**src/rtl/bram_pattern_check.sv**
```systemverilog
// Reads a BRAM region word by word and checks it against the ramp k*DATA_STEP.
// Optional first-mismatch capture is built when BRAM_CHECK_FIRST_ERR_EN is defined.
module bram_pattern_check #(
  parameter int unsigned DATA_STEP = 2,
  parameter int unsigned RD_LAT    = 1
) (
  input  logic        clk,
  input  logic        rst,
  input  logic        trig,
  input  logic [31:0] len,
  input  logic [31:0] start_addr,
  input  logic [31:0] ram_din,
  output logic        ram_en,
  output logic [3:0]  ram_we,
  output logic        ram_rst,
  output logic [31:0] ram_addr,
  output logic        busy,
  output logic        check_done,
  output logic        check_pass,
  output logic [15:0] err_cnt,
  output logic [31:0] first_err_addr,
  output logic [31:0] first_err_data
);

  typedef enum logic [1:0] {IDLE, ISSUE, DRAIN, FINISH} state_t;

  state_t            state;
  logic [31:0]       words_left;
  logic [31:0]       exp_val;
  logic [31:0]       n_words;
  logic [RD_LAT-1:0] pipe_vld;
  logic [31:0]       pipe_exp [RD_LAT];
  logic              mismatch;

  assign ram_we   = '0;
  assign ram_rst  = 1'b0;
  assign n_words  = len >> 2;
  assign mismatch = pipe_vld[RD_LAT-1] && (ram_din != pipe_exp[RD_LAT-1]);

  always_ff @(posedge clk or posedge rst) begin
    if (rst) begin
      state      <= IDLE;
      ram_en     <= 1'b0;
      ram_addr   <= '0;
      busy       <= 1'b0;
      check_done <= 1'b0;
      check_pass <= 1'b0;
      err_cnt    <= '0;
      words_left <= '0;
      exp_val    <= '0;
      pipe_vld   <= '0;
      for (int unsigned i = 0; i < RD_LAT; i++) pipe_exp[i] <= '0;
    end else begin
      check_done  <= 1'b0;
      pipe_vld[0] <= ram_en;
      pipe_exp[0] <= exp_val;
      for (int unsigned i = 1; i < RD_LAT; i++) begin
        pipe_vld[i] <= pipe_vld[i-1];
        pipe_exp[i] <= pipe_exp[i-1];
      end
      if (mismatch && (err_cnt != '1)) err_cnt <= err_cnt + 16'd1;

      case (state)
        IDLE: begin
          if (trig) begin
            err_cnt    <= '0;
            check_pass <= 1'b0;
            busy       <= 1'b1;
            exp_val    <= '0;
            // An empty region passes through DRAIN (pipeline already empty),
            // giving the same one-cycle spacing before FINISH as a real check.
            if (n_words == '0) begin
              state <= DRAIN;
            end else begin
              state      <= ISSUE;
              ram_en     <= 1'b1;
              ram_addr   <= start_addr;
              words_left <= n_words - 32'd1;
            end
          end
        end
        ISSUE: begin
          if (words_left == '0) begin
            ram_en <= 1'b0;
            state  <= DRAIN;
          end else begin
            ram_addr   <= ram_addr + 32'd4;
            exp_val    <= exp_val + DATA_STEP;
            words_left <= words_left - 32'd1;
          end
        end
        DRAIN: begin
          if (pipe_vld == '0) state <= FINISH;
        end
        FINISH: begin
          check_done <= 1'b1;
          check_pass <= (err_cnt == '0);
          busy       <= 1'b0;
          state      <= IDLE;
        end
        default: state <= IDLE;
      endcase
    end
  end

`ifdef BRAM_CHECK_FIRST_ERR_EN
  logic [31:0] pipe_addr [RD_LAT];
  logic        first_seen;

  always_ff @(posedge clk or posedge rst) begin
    if (rst) begin
      first_seen     <= 1'b0;
      first_err_addr <= '0;
      first_err_data <= '0;
      for (int unsigned i = 0; i < RD_LAT; i++) pipe_addr[i] <= '0;
    end else begin
      pipe_addr[0] <= ram_addr;
      for (int unsigned i = 1; i < RD_LAT; i++) pipe_addr[i] <= pipe_addr[i-1];
      if ((state == IDLE) && trig) begin
        first_seen     <= 1'b0;
        first_err_addr <= '0;
        first_err_data <= '0;
      end else if (mismatch && !first_seen) begin
        first_seen     <= 1'b1;
        first_err_addr <= pipe_addr[RD_LAT-1];
        first_err_data <= ram_din;
      end
    end
  end
`else
  assign first_err_addr = '0;
  assign first_err_data = '0;
`endif

endmodule

```
**config.mk**
```make
export PLATFORM = sky130hd
export DESIGN_NAME = bram_pattern_check
export DESIGN_NICKNAME = d
export VERILOG_FILES = /design/src/rtl/bram_pattern_check.sv
export SDC_FILE = /design/constraint.sdc
export NUM_CORES = 1
export LEC_CHECK = 0
export CAP_MARGIN = 20
export CORE_MARGIN = 3
export CORE_UTILIZATION = 56
export CTS_BUF_LIST = sky130_fd_sc_hd__clkbuf_8
export DETAILED_ROUTE_END_ITERATION = 10
export PLACE_DENSITY = 0.94
export SYNTH_ARGS = -nofsm -noshare
export SYNTH_HDL_FRONTEND = slang
export SYNTH_SLANG_ARGS = --single-unit
export TNS_END_PERCENT = 100
```
**constraint.sdc**
```tcl
create_clock -name clk -period 7.9 [get_ports clk]
set_input_delay 1.185 -clock clk [delete_from_list [all_inputs] [get_ports clk]]
set_output_delay 1.185 -clock clk [all_outputs]
set_load 0.03 [all_outputs]
```
==> impl_metrics.py <==
metrics = {
    "detailed_routing": {
        "drc_errors": 0,
        "wl_per_cell_um": 17.88,
        "drt_first_pass_iters": 6,
        "vias": 8713,
        "vias_per_cell": 6.210,
        "wl_um": 25080,
        "drtIter0Drc": 759,
        "drtAntennaViolNets": 0,
    },
    "cts": {
        "cts_root_buffer": "clkbuf_8",
        "htree_num_levels": 4,
        "holdBufCountCts": 0,
        "cts_tree": "yes",
        "cts_buffers": 17,
        "postCtsSetupBuffers": 0,
        "clockBufferDepth": 2,
        "path_clk_slew_ps": 90,
        "cts-resized-gates": 0,
        "cts.sinks": 149,
        "clk_latency_ps": 460,
    },
    "worst_setup_path": {
        "r2r_cells": 7,
        "cp_max_fo": 86,
        "critPathTopFamily": "simple AND/OR/NAND/NOR gates",
        "cp.depth": 7,
        "critPathLaunchType": "flip-flop",
        "critPathBufInv": 2,
        "cpMaxStageDelayCell": "nand4_1",
        "crit_start": "state[1]",
        "r2r_start": "state[1]",
        "path_class": "flip-flop to flip-flop",
        "required_ps": 8190,
        "end_kind": "flip-flop",
        "max_stage_delay_ps": 1030,
        "worstPathArrival_ps": 4490,
        "path_cells": "inv_1, ha_4, buf_4, nand4_1, nand2_1, nor2_1, a2bb2oi_1",
    },
    "cells_and_area": {
        "final_layout_size_suffix_gt1_share_pct": 4.802,
        "fin_cells": 1403,
        "diodes": 0,
        "area_delta_synth_final_pct": 18.68,
        "fillerInstances": 1293,
        "fin_nets": 1285,
    },
    "sta": {
        "worst_pin_slew_ps": 1121,
        "clock_skew_ps": 14.37,
        "max_slew_margin_pct": 25.09,
        "min_period_ps": 4206,
        "rsz0062_at_grt": "false",
        "finalCritPeriodShare_pct": 53.24,
        "max_freq_mhz": 237.8,
        "final_max_slew_viol_count": 0,
        "postLayoutSetupSlackWorst_ps": 3694,
        "fin_setup_tns_ps": 0,
        "hold_ws_ps": 436.4,
        "finalSetupViolCount": 0,
        "hold_violations": 0,
    },
    "status": {
        "outcome": "complete, no violations",
    },
    "synth": {
        "synth_top_family_by_area": "simple AND/OR/NAND/NOR gates",
        "synthArstFlopShare_pct": 100.0,
        "post_synth_num_cell_types": 70,
        "yosys_register_bits": 149,
        "syn-cell-area_mm2": 0.009170,
        "netlist_instances": 1054,
        "synth_compound_area_share_pct": 16.62,
        "synth_ff_type": "dfrtp_1",
        "muxShareOfSynthArea_pct": 0.7777,
        "yosys_warnings": 0,
        "synth-xor-area-share_pct": 7.163,
        "synth-seq-area-share_pct": 40.66,
        "synthAdderAreaFrac_pct": 1.637,
        "synth_edf_count": 0,
        "syn_avg_cell_area_um2": 8.700,
        "synthSimpleGateAreaFrac_pct": 24.14,
    },
    "grt": {
        "grt_max_degree": 87,
        "grt_pass1_wl_um": 40100,
        "grt_pass1_vias": 8328,
        "groute.usage.overall_pct": 27.23,
        "antenna_found_initial": 0,
        "grt_overflow": 0,
    },
    "power": {
        "power_density_mw_per_mm2": 314.6,
        "vdd_drop_max_mv": 0.2208,
        "switchingPower_mw": 1.610,
        "finalPower_mw": 3.424,
        "p_int_mw": 1.814,
        "swShare_pct": 47.02,
        "seq_power_share_pct": 35.4,
        "p_leak_nw": 4.473,
        "combPwrFrac_pct": 48.0,
        "clockPowerShare_pct": 16.6,
    },
    "floorplanning": {
        "ioPinCount": 220,
        "coreArea_mm2": 0.01594,
        "rows": 46,
        "die_height_um": 134.0,
        "start_util_pct": 57.52,
        "die_area_mm2": 0.01795,
        "die_x_um": 134.0,
    },
    "place": {
        "gp_congestion": 0.9074,
        "numPortBuffers": 148,
        "pre_cts_ws_ps": 3355,
        "post-place-cells": 1371,
        "dp_hpwl_um": 17870,
    },
    "hold_path": {
        "hp-class": "flip-flop to flip-flop",
        "min_path_cells": 0,
        "hold_start": "ram_en",
    },
    "run": {
        "cap_violations": 0,
    },
}
-- cell type report --
type / instances / area, µm² / share of cell area [%]
multi-input cells: 830 / 4901 / 45.03
flip-flops and latches: 149 / 3729 / 34.26
inverters: 22 / 87.58 / 0.8048
clock buffers: 17 / 234.0 / 2.150
repair buffers: 154 / 1526 / 14.03
clock inverters: 15 / 135.1 / 1.242
well taps: 216 / 270.3 / 2.483
-- worst paths after layout --
check                          endpoint  slack (ps)
setup / recovery           ram_addr[20]        3690
hold / removal                 pipe_vld         440
setup reg to reg           ram_addr[20]        3690
hold reg to reg                pipe_vld         440
max in group asynchronous  ram_addr[14]        5260
min in group asynchronous    err_cnt[9]        1210
-- routing by layer --
metal  track usage, %  vias up  part of all wire (%)
met1            33.53     4191                    38
met2            46.32      473                    50
li1                 -     3979                     -
met3            6.939       70                   9.4
met5                0        -                     0
met4            10.23        0                   2.3
-- flip-flops by register name, indices dropped and copies added, names as in the netlist --
register and flops:
ram_addr 32, words_left 32, exp_val 31, pipe_exp 31, err_cnt 16, state 2
busy 1, check_done 1, check_pass 1, pipe_vld 1, ram_en 1
-- power by group through the flow --
stage	Sequential [mW]	Clock, mW	Combinational [mW]
floorplan	1.33	0	0.991
global placement	1.20	0	1.56
detailed placement	1.21	0	1.62
CTS	1.20	0.570	1.63
global route	1.24	0.607	1.78
finish	1.21	0.569	1.64
-- cells in the final DEF, fill, tap and decap left out, types with 3 or more instances in the layout --
master and count:
nand2_1 85, nand4_1 50, o211ai_1 3, o21ai_1 3, clkdlybuf4s50_1 148, inv_6 7, nor4_1 34, inv_1 20
a311oi_1 3, nor3_1 30, a22oi_1 4, a41oi_1 3, a21oi_1 77, and4_1 7, or4_1 12, dfrtp_1 149
o22ai_1 18, nand3_1 49, and2_1 9, o311ai_0 3, and3_1 17, o32ai_1 3, a22o_1 3, xnor2_1 15
a31oi_1 7, conb_1 69, clkbuf_8 17, buf_4 6, inv_8 4, or3_1 24, a31o_2 4, nand2b_1 6
nor2_1 81, o21ai_0 67, ha_1 11, o31ai_1 9, mux2i_1 6, xor2_1 60, a2bb2oi_1 15
-- synth_stat cells (8+ instances only) --
cell	number	share of area, %
a21oi_1	77	4.2
a2bb2oi_1	15	1.4
a31oi_1	8	0.55
and2_1	9	0.61
and3_1	17	1.2
buf_2	12	0.65
buf_4	70	5.7
clkbuf_1	33	1.4
dfrtp_1	149	41
ha_1	12	1.6
inv_1	21	0.86
nand2_1	85	3.5
nand3_1	49	2.7
nand4_1	50	3.4
nor2_1	82	3.4
nor3_1	30	1.6
nor4_1	34	2.3
o21ai_0	67	3.7
o22ai_1	18	1.2
o31ai_1	9	0.74
or3_1	24	1.6
or4_1	12	0.98
xnor2_1	15	1.4
xor2_1	60	5.7
-- kinds of logic after synthesis --
logic type | Yosys count
DFF | 149
AOI/OAI and AO/OA | 245
other | 1
adders and majority gates | 12
muxes | 7
and+or+nand+nor | 422
xor gates and xnor gates | 75
buffers and inverters | 143
-- through the flow --
stage                     util, %  area (µm²)
after floorplan                 -        9425
after detailed placement    65.95       10510
after global routing        68.26       10880
after global placement      65.95       10510
final                       68.26       10880
after CTS                   68.26       10880
No activity file was read; power rests on OpenSTA's default activity.
